`src/rtl/serial_adder_pkg.sv`:
```
// Shared types and helpers for the bit-serial adder.
package serial_adder_pkg;

  typedef enum logic [1:0] {
    IDLE  = 2'd0,
    SHIFT = 2'd1,
    DONE  = 2'd2
  } state_e;

  // Bit counter width: enough to index bits 0..w-1, never less than one bit.
  function automatic int unsigned cnt_width(input int unsigned w);
    return (w < 2) ? 1 : $clog2(w);
  endfunction

endpackage

```
`src/rtl/serial_adder_full_addd.sv`:
```
// Single-bit full adder cell used by the serial datapath.
module full_addd (
  input  logic a,
  input  logic b,
  input  logic c,
  output logic sum,
  output logic carry
);

  always_comb begin
    sum   = a ^ b ^ c;
    carry = (a & b) | (c & (a ^ b));
  end

endmodule

```
`src/rtl/serial_adder.sv`:
```
// Bit-serial adder: one full-adder cell, LSB-first, start/busy/done handshake.
module serial_adder
  import serial_adder_pkg::*;
#(
  parameter int unsigned WIDTH = 8
) (
  input  logic             clk,
  input  logic             rst_n,
  input  logic             start,
  input  logic [WIDTH-1:0] a,
  input  logic [WIDTH-1:0] b,
  input  logic             cin,
  output logic             busy,
  output logic             done,
  output logic [WIDTH-1:0] sum,
  output logic             cout
);

  localparam int unsigned     CW   = cnt_width(WIDTH);
  localparam logic [CW-1:0]   LAST = CW'(WIDTH - 1);

  state_e           state_q, state_d;
  logic [WIDTH-1:0] a_sr_q, a_sr_d;
  logic [WIDTH-1:0] b_sr_q, b_sr_d;
  logic [WIDTH-1:0] psum_q, psum_d;
  logic [WIDTH-1:0] sum_q, sum_d;
  logic             carry_q, carry_d;
  logic             cout_q, cout_d;
  logic [CW-1:0]    cnt_q, cnt_d;
  logic             fa_sum, fa_carry;
  logic             accept, last;

  full_addd u_fa (
    .a     (a_sr_q[0]),
    .b     (b_sr_q[0]),
    .c     (carry_q),
    .sum   (fa_sum),
    .carry (fa_carry)
  );

  always_comb begin
    accept = start && ((state_q == IDLE) || (state_q == DONE));
    last   = (state_q == SHIFT) && (cnt_q == LAST);
  end

  always_ff @(posedge clk or negedge rst_n) begin
    if (!rst_n) state_q <= IDLE;
    else        state_q <= state_d;
  end

  always_comb begin
    state_d = state_q;
    unique case (state_q)
      IDLE:    if (start) state_d = SHIFT;
      SHIFT:   if (cnt_q == LAST) state_d = DONE;
      DONE:    state_d = start ? SHIFT : IDLE;
      default: state_d = IDLE;
    endcase
  end

  always_comb begin
    busy = (state_q == SHIFT);
    done = (state_q == DONE);
  end

  // The last bit is merged straight into sum_d so the result lands on the DONE edge.
  always_comb begin
    a_sr_d  = a_sr_q;
    b_sr_d  = b_sr_q;
    psum_d  = psum_q;
    carry_d = carry_q;
    cnt_d   = cnt_q;
    sum_d   = sum_q;
    cout_d  = cout_q;
    if (accept) begin
      a_sr_d  = a;
      b_sr_d  = b;
      psum_d  = '0;
      carry_d = cin;
      cnt_d   = '0;
    end else if (state_q == SHIFT) begin
      a_sr_d  = a_sr_q >> 1;
      b_sr_d  = b_sr_q >> 1;
      psum_d  = {fa_sum, psum_q[WIDTH-1:1]};
      carry_d = fa_carry;
      if (last) begin
        sum_d  = {fa_sum, psum_q[WIDTH-1:1]};
        cout_d = fa_carry;
      end else begin
        cnt_d  = cnt_q + CW'(1);
      end
    end
  end

  always_ff @(posedge clk or negedge rst_n) begin
    if (!rst_n) begin
      a_sr_q  <= '0;
      b_sr_q  <= '0;
      psum_q  <= '0;
      carry_q <= 1'b0;
      cnt_q   <= '0;
      sum_q   <= '0;
      cout_q  <= 1'b0;
    end else begin
      a_sr_q  <= a_sr_d;
      b_sr_q  <= b_sr_d;
      psum_q  <= psum_d;
      carry_q <= carry_d;
      cnt_q   <= cnt_d;
      sum_q   <= sum_d;
      cout_q  <= cout_d;
    end
  end

  always_comb begin
    sum  = sum_q;
    cout = cout_q;
  end

endmodule

```
`config.mk`:
```
export PLATFORM = sky130hd
export DESIGN_NAME = serial_adder
export DESIGN_NICKNAME = d
export VERILOG_FILES = /design/src/rtl/serial_adder_pkg.sv /design/src/rtl/serial_adder_full_addd.sv /design/src/rtl/serial_adder.sv
export SDC_FILE = /design/constraint.sdc
export NUM_CORES = 1
export LEC_CHECK = 0
export CORE_AREA = 2 2 48 83
export DETAILED_ROUTE_END_ITERATION = 10
export DIE_AREA = 0 0 50 85
export GPL_TIMING_DRIVEN = 0
export MAX_ROUTING_LAYER = met4
export PLACE_DENSITY = 0.76
export SYNTH_ARGS = -nofsm -noshare
export SYNTH_HDL_FRONTEND = slang
export SYNTH_SLANG_ARGS = --single-unit
```
`constraint.sdc`:
```
create_clock -name clk -period 1.66 [get_ports clk]
set_input_delay 0.332 -clock clk [delete_from_list [all_inputs] [get_ports clk]]
set_output_delay 0.332 -clock clk [all_outputs]
set_load 0.02 [all_outputs]
```
# [Word-level counts from Yosys, hierarchy flattened]
# Index checks and enable logic that the tools add are counted.
[op_classes] bitwise_logic=6 addsub=1 n_reduce_logical=8 eq_ne=6 n_mux=15
[ops] operator="8-bit two-way mux" count=6
[ops] operator="3-bit two-way mux" count=3
[ops] operator="2-bit case mux with 3 select lines" count=1
[ops] operator="2-bit two-way mux" count=2
[ops] operator="2-bit inequality test, second input constant" count=2
[ops] operator="2-bit AND reduction" count=2
[ops] operator="3-bit by 1-bit adder with 3-bit output, second input constant" count=1
[ops] operator="3-bit == test, second input constant" count=1
[ops] operator="1-bit two-way mux" count=3
[ops] operator="3-bit AND reduction" count=1
[ops] operator="1-bit AND" count=2
[ops] operator="2-bit by 1-bit == test with 1-bit output, second input constant" count=1
[ops] operator="2-bit == test, second input constant" count=1
[ops] operator="1-bit logical AND" count=2
[ops] operator="2-bit zero test" count=1
[ops] operator="2-bit by 1-bit inequality test with 1-bit output, second input constant" count=1
[ops] operator="2-bit nonzero test" count=1
[ops] operator="1-bit XOR" count=2
[ops] operator="1-bit logical OR" count=1
[ops] operator="1-bit NOT" count=1
[ops] operator="1-bit OR" count=1
[word_totals] output_inout_bits=11 inputBits=20 register_bits=39 wordCells=44

# [Logic depth before layout (Yosys ltp)]
# Gate-level depths: netlist of the first run.
[depth] ltp_word=5 depth_mapped=6 ltp_nobuf=5

# [By module]
# From an unflattened synthesis of the first run, not the netlist that was laid out.
[hier_totals] hier_cells=141 hier_area_um2=1989.4
[modules_own_cells] module="serial_adder" seq_area_each_um2=950.9 n_inst=1 area_each_um2=1969.4 cells_per_inst=140
[modules_own_cells] module="full_addd" seq_area_each_um2=0.0 n_inst=1 area_each_um2=20.0 cells_per_inst=1

# [Worst setup path before layout of the first run]
# OpenSTA, ideal clock, no wires.
[synth_path] path_kind="register -> register" start="register cnt_q[1]" end="register cnt_q[0]" n_path_buf=1 t_arrival_ns=1.406 setup_time_ns=0.125 stages_incl_launch_ff=7 period_less_slack_ns=1.530 t_required_ns=1.535 setup_slack_ns=0.130 cell_sequence="dfrtp_1 > ha_1 > ha_1 > or2_1 > buf_2 > a21oi_1 > o22ai_1"
[synth_via] elab_chain_len=4
[synth_lines] element="start: declaration" line_no="serial_adder.sv:29" source="logic [CW-1:0] cnt_q, cnt_d;"
[synth_lines] element="start signal: assignment" line_no="serial_adder.sv:109" source="cnt_q <= cnt_d;"
[synth_lines] element="3-bit == test" line_no="serial_adder.sv:43" source="last = (state_q == SHIFT) && (cnt_q == LAST);"
[synth_lines] element="1-bit logical AND" line_no="serial_adder.sv:43"
[synth_lines] element="2-bit inequality test (no source line)"
[synth_lines] element="2-bit AND reduction (no source line)"
# Every way passes these cells.
# A chain may end at the register's enable or synchronous reset.

# [Worst setup path in the final report of the first run]
[layout_path] start="register state_q[1]" end="output port done"
[layout_via] elab_chain_len=1
[layout_lines] element="start: declaration" line_no="serial_adder.sv:22" source="state_e state_q, state_d;"
[layout_lines] element="start signal: assignment" line_no="serial_adder.sv:48" source="else state_q <= state_d;"
[layout_lines] element="2-bit == test" line_no="serial_adder.sv:63" source="done = (state_q == DONE);"
[layout_lines] element="end: declaration" line_no="serial_adder.sv:14" source="output logic done,"
# Every way passes these cells.

==> results of run 1 <==
-- area by class of cell --
class                           instances  area [sq um]
Fill cell                             293          1350
Sequential cell                        38           951
Multi-Input combinational cell         94           764
Timing Repair Buffer                   30           288
Clock buffer                            7          76.3
Buffer                                 10          70.1
Tap cell                               46          57.6
Inverter                                8          35.0
-- report_power, final --
group | leakage, nW | switching (mW) | internal [mW]
registers | 0.469 | 0.292 | 1.37
logic | 0.489 | 0.991 | 1.03
clock network | 0.0383 | 0.296 | 0.289
total | 0.996 | 1.58 | 2.69
-- critical path: stages (launching register included) --
cell and delay, ns:
sky130_fd_sc_hd__dfrtp_1 0.38, sky130_fd_sc_hd__buf_6 0.14, sky130_fd_sc_hd__buf_4 0.19, sky130_fd_sc_hd__nor2b_1 0.14, sky130_fd_sc_hd__buf_4 0.15
-- cells by family (layout without fill, tap and decap cells) --
kind of cell,count (synthesis),after routing,synth area share
buf+inv,18,55,0.0501
mux,22,22,0.148
fa+ha+maj,3,3,0.0250
flops,38,38,0.529
compound gates,44,44,0.159
simple gates,25,25,0.0890
-- flip-flops by register name (all words and copies together), names as in the netlist --
signal / flops
sum: 8
cnt_q: 3
a_sr_q: 8
carry_q: 1
psum_q: 7
state_q: 2
b_sr_q: 8
cout: 1
-- worst min path at each step --
stage               startpoint         to  slack [ns]
global route             rst_n  a_sr_q[0]        0.22
global placement        sum[2]     sum[2]        0.49
finish                   rst_n    carry_q        0.15
CTS                      rst_n  a_sr_q[7]        0.18
detailed placement       rst_n     sum[6]        0.49
floorplan                rst_n  a_sr_q[0]        0.04
-- Yosys cell counts (2+ instances only) --
master and count:
sky130_fd_sc_hd__inv_1 7, sky130_fd_sc_hd__nand3_1 4, sky130_fd_sc_hd__mux2_4 9, sky130_fd_sc_hd__nor2b_1 11, sky130_fd_sc_hd__dfrtp_1 38, sky130_fd_sc_hd__ha_1 2, sky130_fd_sc_hd__nand2_1 5, sky130_fd_sc_hd__a211oi_1 10
sky130_fd_sc_hd__o211ai_1 2, sky130_fd_sc_hd__o21ai_0 2, sky130_fd_sc_hd__a22o_1 7, sky130_fd_sc_hd__clkbuf_1 3, sky130_fd_sc_hd__buf_2 5, sky130_fd_sc_hd__o22ai_1 6, sky130_fd_sc_hd__a21oi_1 16, sky130_fd_sc_hd__mux2i_1 12
-- per-layer routing --
metal,wire [um],GRT usage
met2,1880,0.321
met4,89,0.0808
met1,1460,0.228
met5,0,-
met3,172,0.0475
-- timing repair --
| item | in CTS | in global routing |
|---|---|---|
| setup buffers | 0 | 0 |
| gates resized for setup | 12 | 5 |
| setup endpoints to repair | 2 | 2 |
| pin swaps | 0 | 0 |
-- stage by stage --
stage	cell area, sq um	hold slack [ns]	TNS [ns]
2_1_floorplan	1800	0.0364	0
3_3_place_gp	2160	0.493	-22.39
3_5_place_dp	2150	0.490	-1.50
4_1_cts	2230	0.182	0
5_1_grt	2240	0.223	0
6_report	2240	0.150	0
==> results.md, run 1 <==
Status:
- The flow ran to the end, and the final reports show no timing, DRC or antenna violations.

Synth:
- In the synthesized netlist the dominant register cell turns out to be sky130_fd_sc_hd__dfrtp_1.
- Synthesis produced a netlist whose cell count is 150.
- The async set-reset flop share out of synthesis is 1.00.
- Of the post-synthesis cell area, the dominant cell type holds 0.529.
- The summed instance area of the synthesized netlist is 1800 sq um.
- The total number of yosys warnings is 0.
- The post-synthesis area per instance is approximately 12 sq um.
- Yosys attributes the largest share of cell area to sky130_fd_sc_hd__dfrtp_1 53%, sky130_fd_sc_hd__mux2_4 7.5%, sky130_fd_sc_hd__mux2i_1 6.7%.
- The share of the Yosys chip area taken by registers is 0.529.
- The number of nets handed over by synthesis was 173.
- The flip-flop and latch count after synthesis is 38.
- The leading area contributor after synthesis is sky130_fd_sc_hd__dfrtp_1.
- The number of unique standard cell types used by synthesis is 27.
- The number of synthesized flops with an enable pin is 0.

Place:
- The HPWL after detailed placement is approximately 2600 um.
- The instance count after placement with tap cells included is between 200 and 250.
- The worst setup timing slack at the placement stage is -0.225 ns.
- At the end of routability-driven placement, the weighted congestion stood at just under 0.9.
- Buffers placed on the I/O ports in this run total 30.

Floorplanning:
- The die covers approximately 4300 sq um.
- The initial cell density of the core is 0.501.
- After floorplanning, the core was divided into 29 placement rows.
- The core region is around 3600 sq um.
- From left edge to right edge, the die measures approximately 50 um.
- The count of boundary I/O pins is 31.
- Measured along the y axis, the die boundary spans about 85 um.

Worst setup path:
- The cell count of the worst reg-to-reg path is 6.
- The data arrival time at the worst-slack endpoint is 1.27 ns.
- For the worst setup path, the data required time is 1.33 ns.
- The worst-path maximum fanout is 10.
- The critical path start-end classification is reg -> out.
- Setup slack on the worst reg-to-reg path comes out at 0.11 ns.
- The kind of end point of the critical path is an output pin.
- In this run the worst setup path begins at state_q[1].
- The worst setup path is launched from a flip-flop.
- The critical register-to-register path endpoint is cnt_q[0].
- The reg-to-reg startpoint is cnt_q[1].
- The termination of the worst setup path is done.

Pwr:
- The leakage component of the power is 0.996 nW.
- The power per cell area is between 1500 and 2000 nW/um^2.
- The maximum vdd ir drop is 0.00114 V.
- The post-route total power is 4.27 mW.

Clock tree:
- The root buffer cell chosen for the clock tree is sky130_fd_sc_hd__clkbuf_8.
- The clock tree synthesis step divided the H-tree into 2 levels.
- The tree built by TritonCTS fans out to 38 sinks.
- TritonCTS built the clock tree.
- Counting along the longest clock path gives a buffer depth of 2.
- The cts-stage hold buffer count is 0.
- For the worst-skew pair, the clock arrives at the later sink with an insertion delay of about 0.28 ns.
- After clock tree synthesis, the clock-pin slew on the worst setup and hold paths is about 0.07 ns.
- The number of buffers inserted during clock tree synthesis is 5.

Hold path:
- The worst hold path class is in -> async.

STA:
- For the final database, setup skew stands at ~0.0073 ns.
- Setup violations remaining at the end of the flow were counted as 0.
- Setup repair after global routing left no endpoint under its margin.
- The final max-slew violation count is 0.
- Headroom to the max-slew limit came out at 0.435.
- The worst setup slack after layout is 0.0581 ns.
- The count of endpoints failing hold in the final timing report came to 0.
- At the pin with the least slew margin, the transition time is roughly 0.85 ns.
- In the finished design, the share of the clock period the worst path needs comes to 0.965.
- The achievable clock frequency is between 600 and 700 MHz.
- The clock period minus worst slack is 1.60 ns.

Finish:
- The top cell types in the final layout, fill and taps aside, are 38 x sky130_fd_sc_hd__dfrtp_1, 27 x sky130_fd_sc_hd__clkdlybuf4s50_1, 15 x sky130_fd_sc_hd__a21oi_1.
- Once layout is complete, the cells apart from fillers number roughly 230.
- The number of nets in the finished design is 210.
- The most frequent standard cell in the layout excluding fill and tap cells is sky130_fd_sc_hd__dfrtp_1.
- The count of antenna diodes in the layout is 0.
- Relative to the synthesized area, the layout overhead comes to 24.6%.
- The final design utilization is 0.624.
- Of the cells placed in the final design, the portion with a size suffix greater than 1 is 0.171.

Global routing:
- The pin count of the biggest net entering global routing is 39.
- The first global-routing pass estimated 6320 um of wire.
- Across every metal layer, demand over resource in global routing totals 0.196.
- The number of antenna violations at the first check in global routing is 0.
- The number of global-route vias before repair came to between 1000 and 1500.
- Global routing finished with a remaining overflow of 0.

Routing:
- The iteration count of the initial detailed-routing pass is 4.
- The post-detailed-route DRC marker count is 0.
- After detailed routing, the average wire length per cell comes to approximately 15 um.
- The initial DRC count is 11.
- After detailed routing, the number of vias per cell comes to around 5.5.
- The antenna violation net count after detailed routing is 0.
- Summed over all layers, the routed wires come to around 3600 um.
- The number of vias after detailed routing is between 1000 and 1500.

Run:
- The number of max-capacitance violations reported is 0.
(Power assumes the default switching activity.)
==> run 2: changes to the inputs <==
Settings changed: CORE_AREA 2 2 48 83 to 2 2 50 87, DIE_AREA 0 0 50 85 to 0 0 52 89, PLACE_DENSITY 0.76 to 0.73.
Clock period 1.66 ns to 1.3 ns, I/O delays scaled along.
==> run 2 against run 1 <==
  * The flow now finishes with violations (setup timing)
  * Clock power grew 66%
  * Clock skew fell by 0.0054 ns
  * Register-to-register slack worse by 0.19 ns
  * Count of clock-buffer cells in the layout down 2
  * Final cell count rose by 7.3%
  * Combinational power is 56% higher
  * First-iteration DRC count up 110%
  * Flip-flop and latch count unchanged
  * Setup slack worse by 0.19 ns
  * Die area up 8.9%
  * Critical path depth unchanged
  * Largest cell class unchanged
==> results.md, run 2 (synthesis results as in run 1) <==
Status:
- The flow ran to the end, but the final reports show violations.
- The final reports fail on setup timing.

Clock tree:
- The clock-pin slew on the worst setup and hold paths came to 0.07 ns (about the same).
- The latest clock arrival within the worst-skew pair is 0.29 ns (about the same).
- The worst-case clock buffer depth is 2 (unchanged).
- The cts-stage hold buffer count is 0 (unchanged).
- The H-tree depth came to 2 (unchanged).
- The total number of clock tree sinks was 38 (unchanged).
- The TritonCTS clock tree is yes.
- The cell at the root of the clock tree is sky130_fd_sc_hd__clkbuf_8.
- The number of buffers inserted during clock tree synthesis came to 5 (unchanged).

Global routing:
- The number of antenna violations at the first check in global routing is 0 (unchanged).
- The first-pass GRT wire length is 6580 um (+4.0%).
- The pin count of the biggest net entering global routing is 39 (unchanged).
- The global router's overall resource usage came to 0.198 (+0.00162).
- The sum of overflow across all layers after global routing is 0 (unchanged).
- The number of global-route vias before repair is 1425 (+5.6%).

Floorplanning:
- The die extent in y came to 89 um (+4.7%).
- The count of boundary I/O pins came to 31 (unchanged).
- The number of rows in the core area is 30 (+3.4%).
- The standard cell core area is 3870 sq um (+7.6%).
- The initial cell density of the core came to 0.465 (-0.0355).
- The horizontal extent of the die is 52 um (+4.0%).
- The total die area is 4630 sq um (+8.9%).

Place:
- The HPWL after detailed placement came to 2620 um (+1.6%).
- The count of buffers from port buffering came to 30 (unchanged).
- The instance count after placement with tap cells included came to 228 (+0.88%).
- The final weighted congestion in routability-driven placement is 0.801 (-8.0%).
- The worst setup timing slack at the placement stage was -0.505 ns (-0.280 ns).
- The post-placement cell area came to 2180 sq um (+1.3%).

Finish:
- The final non-filler cell area is 2500 sq um (+11%).
- The share of final-layout standard cells stronger than drive strength 1 is 0.292 (+0.121).
- Leaving out fill and tap cells, the most frequent cell in the layout is sky130_fd_sc_hd__dfrtp_1.
- The final design utilization came to 0.647 (+0.0224).
- The count of placed standard cells in the final layout, fillers left out is 250 (+7.3%).
- The number of nets in the finished design is 224 (+6.7%).
- The top cell types in the final layout, fill and taps aside, are 37 x sky130_fd_sc_hd__dfrtp_1, 17 x sky130_fd_sc_hd__clkdlybuf4s50_1, 15 x sky130_fd_sc_hd__a21oi_1.
- Relative to the synthesized area, the layout overhead comes to 38.9%.
- The count of antenna diodes in the layout is 0 (unchanged).

Worst setup path:
- The kind of end point of the critical path is an output pin.
- The required time of the worst setup path is 1.04 ns (-0.29 ns).
- The cell count of the worst reg-to-reg path was 5 (-1).
- The worst register-to-register path ends at sum[5].
- The worst setup path is launched from a flip-flop.
- The reg-to-reg startpoint is cnt_q[1].
- The data arrival time at the worst-slack endpoint is 1.18 ns (-0.09 ns).
- The flop-to-flop setup slack was -0.08 ns (-0.19 ns).
- The worst setup path is of the reg -> out kind.
- The worst-path maximum fanout is 7 (-3).

Routing:
- The via-per-instance ratio is 5.34 (-3.1%).
- The post-detailed-route wirelength per cell is 15.9 um (+3.1%).
- The antenna violation net count after detailed routing is 0 (unchanged).
- The total routed wirelength is 3990 um (+11%).
- The number of vias after detailed routing is 1336 (+4.0%).
- The post-detailed-route DRC marker count is 0 (unchanged).
- The initial DRC count is 23 (+12).
- The iteration count of the initial detailed-routing pass is 4 (unchanged).

STA:
- The worst clock skew on the final layout is 0.00189 ns (-0.00543 ns).
- The routed design could run at a clock period as short as 1.44 ns.
- The worst setup slack after layout was -0.137 ns (-0.195 ns).
- The count of endpoints failing hold in the final timing report is 0 (unchanged).
- The achievable clock frequency is between 600 and 700 MHz.
- Setup repair after global routing could not meet its margin everywhere.
- The final max-slew violation count is 0 (unchanged).
- The final-layout worst hold slack is 0.0690 ns (-0.0808 ns).
- The worst slew margin relative to its limit is 0.440 (+0.00556).
- Dividing the final minimum period by the clock period gives 1.11.
- The setup TNS is -0.918 ns (-0.918 ns).
- The final setup violation count came to 12 (+12).
- The worst-margin pin slew came to 0.840 ns (-0.00833 ns).

Hold path:
- The worst hold path class is in -> async.

Pwr:
- The maximum vdd ir drop came to 0.00151 V (+33%).
- The power per cell area came to 2510 nW/um^2 (+32%).
- The post-route total power is 6.26 mW (+47%).
- The leakage component of the power is 1.14 nW (+14%).

Run:
- The number of max-capacitance violations reported came to 0 (unchanged).
==> run 2: timing repair <==
item / CTS / global route
endpoints found under the setup margin: 44 / 27
hold endpoints to repair: 0 / 0
pin swaps: 5 / 5
gates resized for setup: 39 / 9
cloned: 1 / 0
setup buffers: 10 / 6
==> run 2: power breakdown <==
part	leakage (nW)	internal [mW]	total (mW)	switching, mW
registers	0.468	1.75	2.14	0.391
logic	0.612	1.68	3.15	1.47
clock network	0.0579	0.564	0.974	0.409
==> run 2: cell type report <==
class / count / area (sq um)
plain buffers: 8 / 85.1
clock buffers: 5 / 68.8
flip-flops and latches: 38 / 952
multi-input cells: 95 / 830
repair buffers: 45 / 422
well taps: 48 / 60.1
inverters: 8 / 42.5
fillers: 295 / 1370
clock inverters: 3 / 40.0
==> run 2: critical path: stages (launching register included) <==
cell and delay, ns:
sky130_fd_sc_hd__dfrtp_1 0.38, sky130_fd_sc_hd__buf_6 0.14, sky130_fd_sc_hd__clkbuf_16 0.15, sky130_fd_sc_hd__nor2b_4 0.10, sky130_fd_sc_hd__buf_6 0.12
==> run 2: routing by layer <==
layer / vias up / GRT usage / share of wire
li1: 638 / - / -
met1: 649 / 0.217 / 0.39
met2: 37 / 0.337 / 0.53
met3: 12 / 0.0385 / 0.038
met4: 0 / 0.0957 / 0.033
met5: - / - / 0
==> run 2: worst max-delay path by stage <==
| stage | startpoint | to | slack, ns | cells after the start |
|---|---|---|---|---|
| floorplan | cnt_q[1] | cnt_q[0] | -0.09 | 6 |
| global placement | rst_n | b_sr_q[7] | -0.86 | 1 |
| detailed placement | state_q[0] | done | -0.51 | 4 |
| CTS | state_q[1] | done | -0.18 | 4 |
| global route | state_q[0] | done | -0.17 | 4 |
| finish | state_q[0] | done | -0.14 | 4 |
==> run 3: changes to the inputs <==
Settings changed: CORE_AREA 2 2 50 87 to 2 2 49 86, CTS_BUF_LIST from default to sky130_fd_sc_hd__clkbuf_4 sky130_fd_sc_hd__clkbuf_8, DIE_AREA 0 0 52 89 to 0 0 51 88, PLACE_DENSITY 0.73 to 0.75.
==> run 3 against run 2 <==
  * The flow still finishes with violations (setup timing)
  * Combinational power up 6%
  * Setup slack lost 0.058 ns
  * Cell area rose by 0.80%
  * Hold slack better by 0.0023 ns
  * Clock power shrank 14%
  * Routed wire length increased by 10%
  * First-iteration DRC count is 30% lower
  * Die area fell by 3.0%
  * Critical path depth is the same
  * Critical path type unchanged
==> results.md, run 3 (synthesis results as in run 1) <==
Pwr:
- The leakage component of the power came to 1.14 nW (+0.57%).
- The post-route total power is 6.33 mW (+1.0%).
- The maximum vdd ir drop came to 0.00120 V (-20%).
- The part of the power in combinational logic was 0.526 (+0.023).
- The power per cell area was 2510 nW/um^2 (+0.23%).
- The portion of total power attributed to the clock network is 0.132 (-0.023).
- The fraction of power consumed by sequential logic is 0.342 (about the same).
- The net switching power figure is 2.37 mW (+4.3%).
- The share of total power consumed by net switching is 0.374 (+0.0116).
- The internal power is 3.96 mW (-0.81%).

Floorplanning:
- The initial cell density of the core was 0.475 (+0.00922).
- The total die area is 4490 sq um (-3.0%).
- The number of rows in the core area came to 30 (unchanged).
- The standard cell core area is 3790 sq um (-1.9%).
- The horizontal extent of the die is 51 um (-1.9%).
- The die extent in y is 88 um (-1.1%).
- The count of boundary I/O pins was 31 (unchanged).

Finish:
- The most frequent standard cell in the layout excluding fill and tap cells is sky130_fd_sc_hd__dfrtp_1.
- The share of final-layout standard cells stronger than drive strength 1 is 0.302 (+0.0104).
- Relative to the synthesized area, the layout overhead comes to 40.1%.
- The count of antenna diodes in the layout is 0 (unchanged).
- The final non-filler cell area came to 2520 sq um (+0.80%).
- The number of nets in the finished design is 227 (+1.3%).
- The top cell types in the final layout, fill and taps aside, are 37 x sky130_fd_sc_hd__dfrtp_1, 17 x sky130_fd_sc_hd__buf_4, 17 x sky130_fd_sc_hd__clkdlybuf4s50_1.

Routing:
- The number of vias after detailed routing is 1417 (+6.1%).
- Routed signal wires occupy layers up through met4.
- The antenna violation net count after detailed routing is 0 (unchanged).
- The routed length on met3 is 171 um (+14%).
- The post-detailed-route DRC marker count is 0 (unchanged).
- The iteration count of the initial detailed-routing pass is 4 (unchanged).
- The wire length on met1 is 1630 um (+3.6%).
- The wire length on met2 came to 2420 um (+13%).
- The initial DRC count was 16 (-30%).
- The post-detailed-route wirelength per cell is 17.3 um (+8.7%).
- The total routed wirelength came to 4380 um (+10%).
- The via-per-instance ratio is 5.60 (+4.8%).

Status:
- The final reports fail on setup timing.
- The flow ran to the end, but the final reports show violations.

Global routing:
- The first-pass GRT wire length is 6780 um (+3.1%).
- The number of antenna violations at the first check in global routing is 0 (unchanged).
- The sum of overflow across all layers after global routing is 0 (unchanged).
- The pin count of the biggest net entering global routing came to 39 (unchanged).
- The number of global-route vias before repair is 1461 (+2.5%).
- The global router's overall resource usage came to 0.211 (+0.0132).

Clock tree:
- The worst-case clock buffer depth is 2 (unchanged).
- The cell at the root of the clock tree is sky130_fd_sc_hd__clkbuf_8.
- The H-tree depth is 2 (unchanged).
- The total number of clock tree sinks is 38 (unchanged).
- The clock-pin slew on the worst setup and hold paths was 0.07 ns (about the same).
- The latest clock arrival within the worst-skew pair is 0.28 ns (about the same).
- The TritonCTS clock tree is yes.
- The number of buffers inserted during clock tree synthesis is 5 (unchanged).

Place:
- The post-placement cell area was 2180 sq um (unchanged).
- The final weighted congestion in routability-driven placement is 0.764 (-4.7%).
- The HPWL after detailed placement is 2660 um (+1.5%).
- The count of buffers from port buffering was 30 (unchanged).

Worst setup path:
- The data arrival time at the worst-slack endpoint is 1.23 ns (+0.05 ns).
- The required time of the worst setup path is 1.04 ns (about the same).
- STA classifies the critical path startpoint as a flip-flop.
- The critical path start-end classification is reg -> out.
- The worst-path maximum fanout is 8 (+1).
- STA classifies the critical path endpoint as an output pin.

STA:
- The final max-slew violation count was 0 (unchanged).
- The clock period minus worst slack is 1.49 ns (+0.0581 ns).
- The worst-margin pin slew came to 0.833 ns (-0.00669 ns).
- The setup TNS is -1.30 ns (-0.382 ns).
- The period utilization was 1.15 (+0.0447).
- The final setup violation count is 24 (+12).
- The worst setup slack after layout came to -0.195 ns (-0.0581 ns).
- The achievable clock frequency was 669 MHz (-3.9%).
- The worst clock skew on the final layout was 0.00784 ns (+0.00594 ns).
- Setup repair after global routing could not meet its margin everywhere.
- The worst slew margin relative to its limit is 0.445 (+0.00446).
- The count of endpoints failing hold in the final timing report was 0 (unchanged).

Run:
- The number of max-capacitance violations reported was 0 (unchanged).

Hold path:
- The path class of the tightest hold or removal check is in -> async.
[run 3: area by class of cell]
class / instances / area, sq um
plain buffers: 8 / 82.6
clock buffers: 7 / 90.1
clock inverters: 1 / 5.00
fillers: 281 / 1270
inverters: 8 / 42.5
multi-input cells: 95 / 847
flip-flops and latches: 38 / 952
well taps: 48 / 60.1
repair buffers: 48 / 440
[run 3: repair_timing]
item	in CTS	in global routing
hold buffers	0	0
endpoints found under the setup margin	44	22
cloned	1	0
pin swaps	5	7
gates resized for setup	38	11
setup buffers	9	10
hold endpoints to repair	0	0
[run 3: worst paths after layout]
kind | start | to | slack, ns | cells past startpoint
hold / removal | rst_n | sum[0] | 0.07 | 1
setup / recovery | state_q[0] | done | -0.19 | 4
hold reg to reg | sum[2] | sum[2] | 0.50 | 1
min in group clk | sum[2] | sum[2] | 0.50 | 1
max in group asynchronous | rst_n | state_q[1] | 0.66 | 1
setup reg to reg | cnt_q[1] | sum[5] | -0.09 | 5
[run 3: power by group through the flow]
stage          Combinational, mW  Sequential [mW]  Clock [mW]
2_1_floorplan               1.73             2.20           0
6_report                    3.33             2.16       0.836
4_1_cts                     3.03             2.12       0.853
3_5_place_dp                2.60             2.15           0
3_3_place_gp                2.49             2.11           0
5_1_grt                     3.61             2.22       0.904
[run 3: through the flow]
stage	hold slack, ns	utilization	setup WS, ns	cells
floorplan	-0.0356	-	-0.0899	150
global placement	0.494	0.576	-0.863	228
detailed placement	0.402	0.575	-0.525	228
CTS	0.0985	0.638	-0.197	245
global route	0.134	0.665	-0.224	253
finish	0.0713	0.665	-0.195	253
[run 3: routing by layer]
layer | GRT usage | vias to the layer above
met4 | 0.125 | 0
met5 | - | -
met3 | 0.0358 | 14
met2 | 0.365 | 48
met1 | 0.220 | 715
li1 | - | 640
[run 3: worst max-delay path, cell delays in order (launching register included)]
cell,delay [ns]
sky130_fd_sc_hd__dfrtp_1,0.40
sky130_fd_sc_hd__buf_6,0.15
sky130_fd_sc_hd__clkbuf_16,0.15
sky130_fd_sc_hd__nor2b_1,0.11
sky130_fd_sc_hd__buf_4,0.15
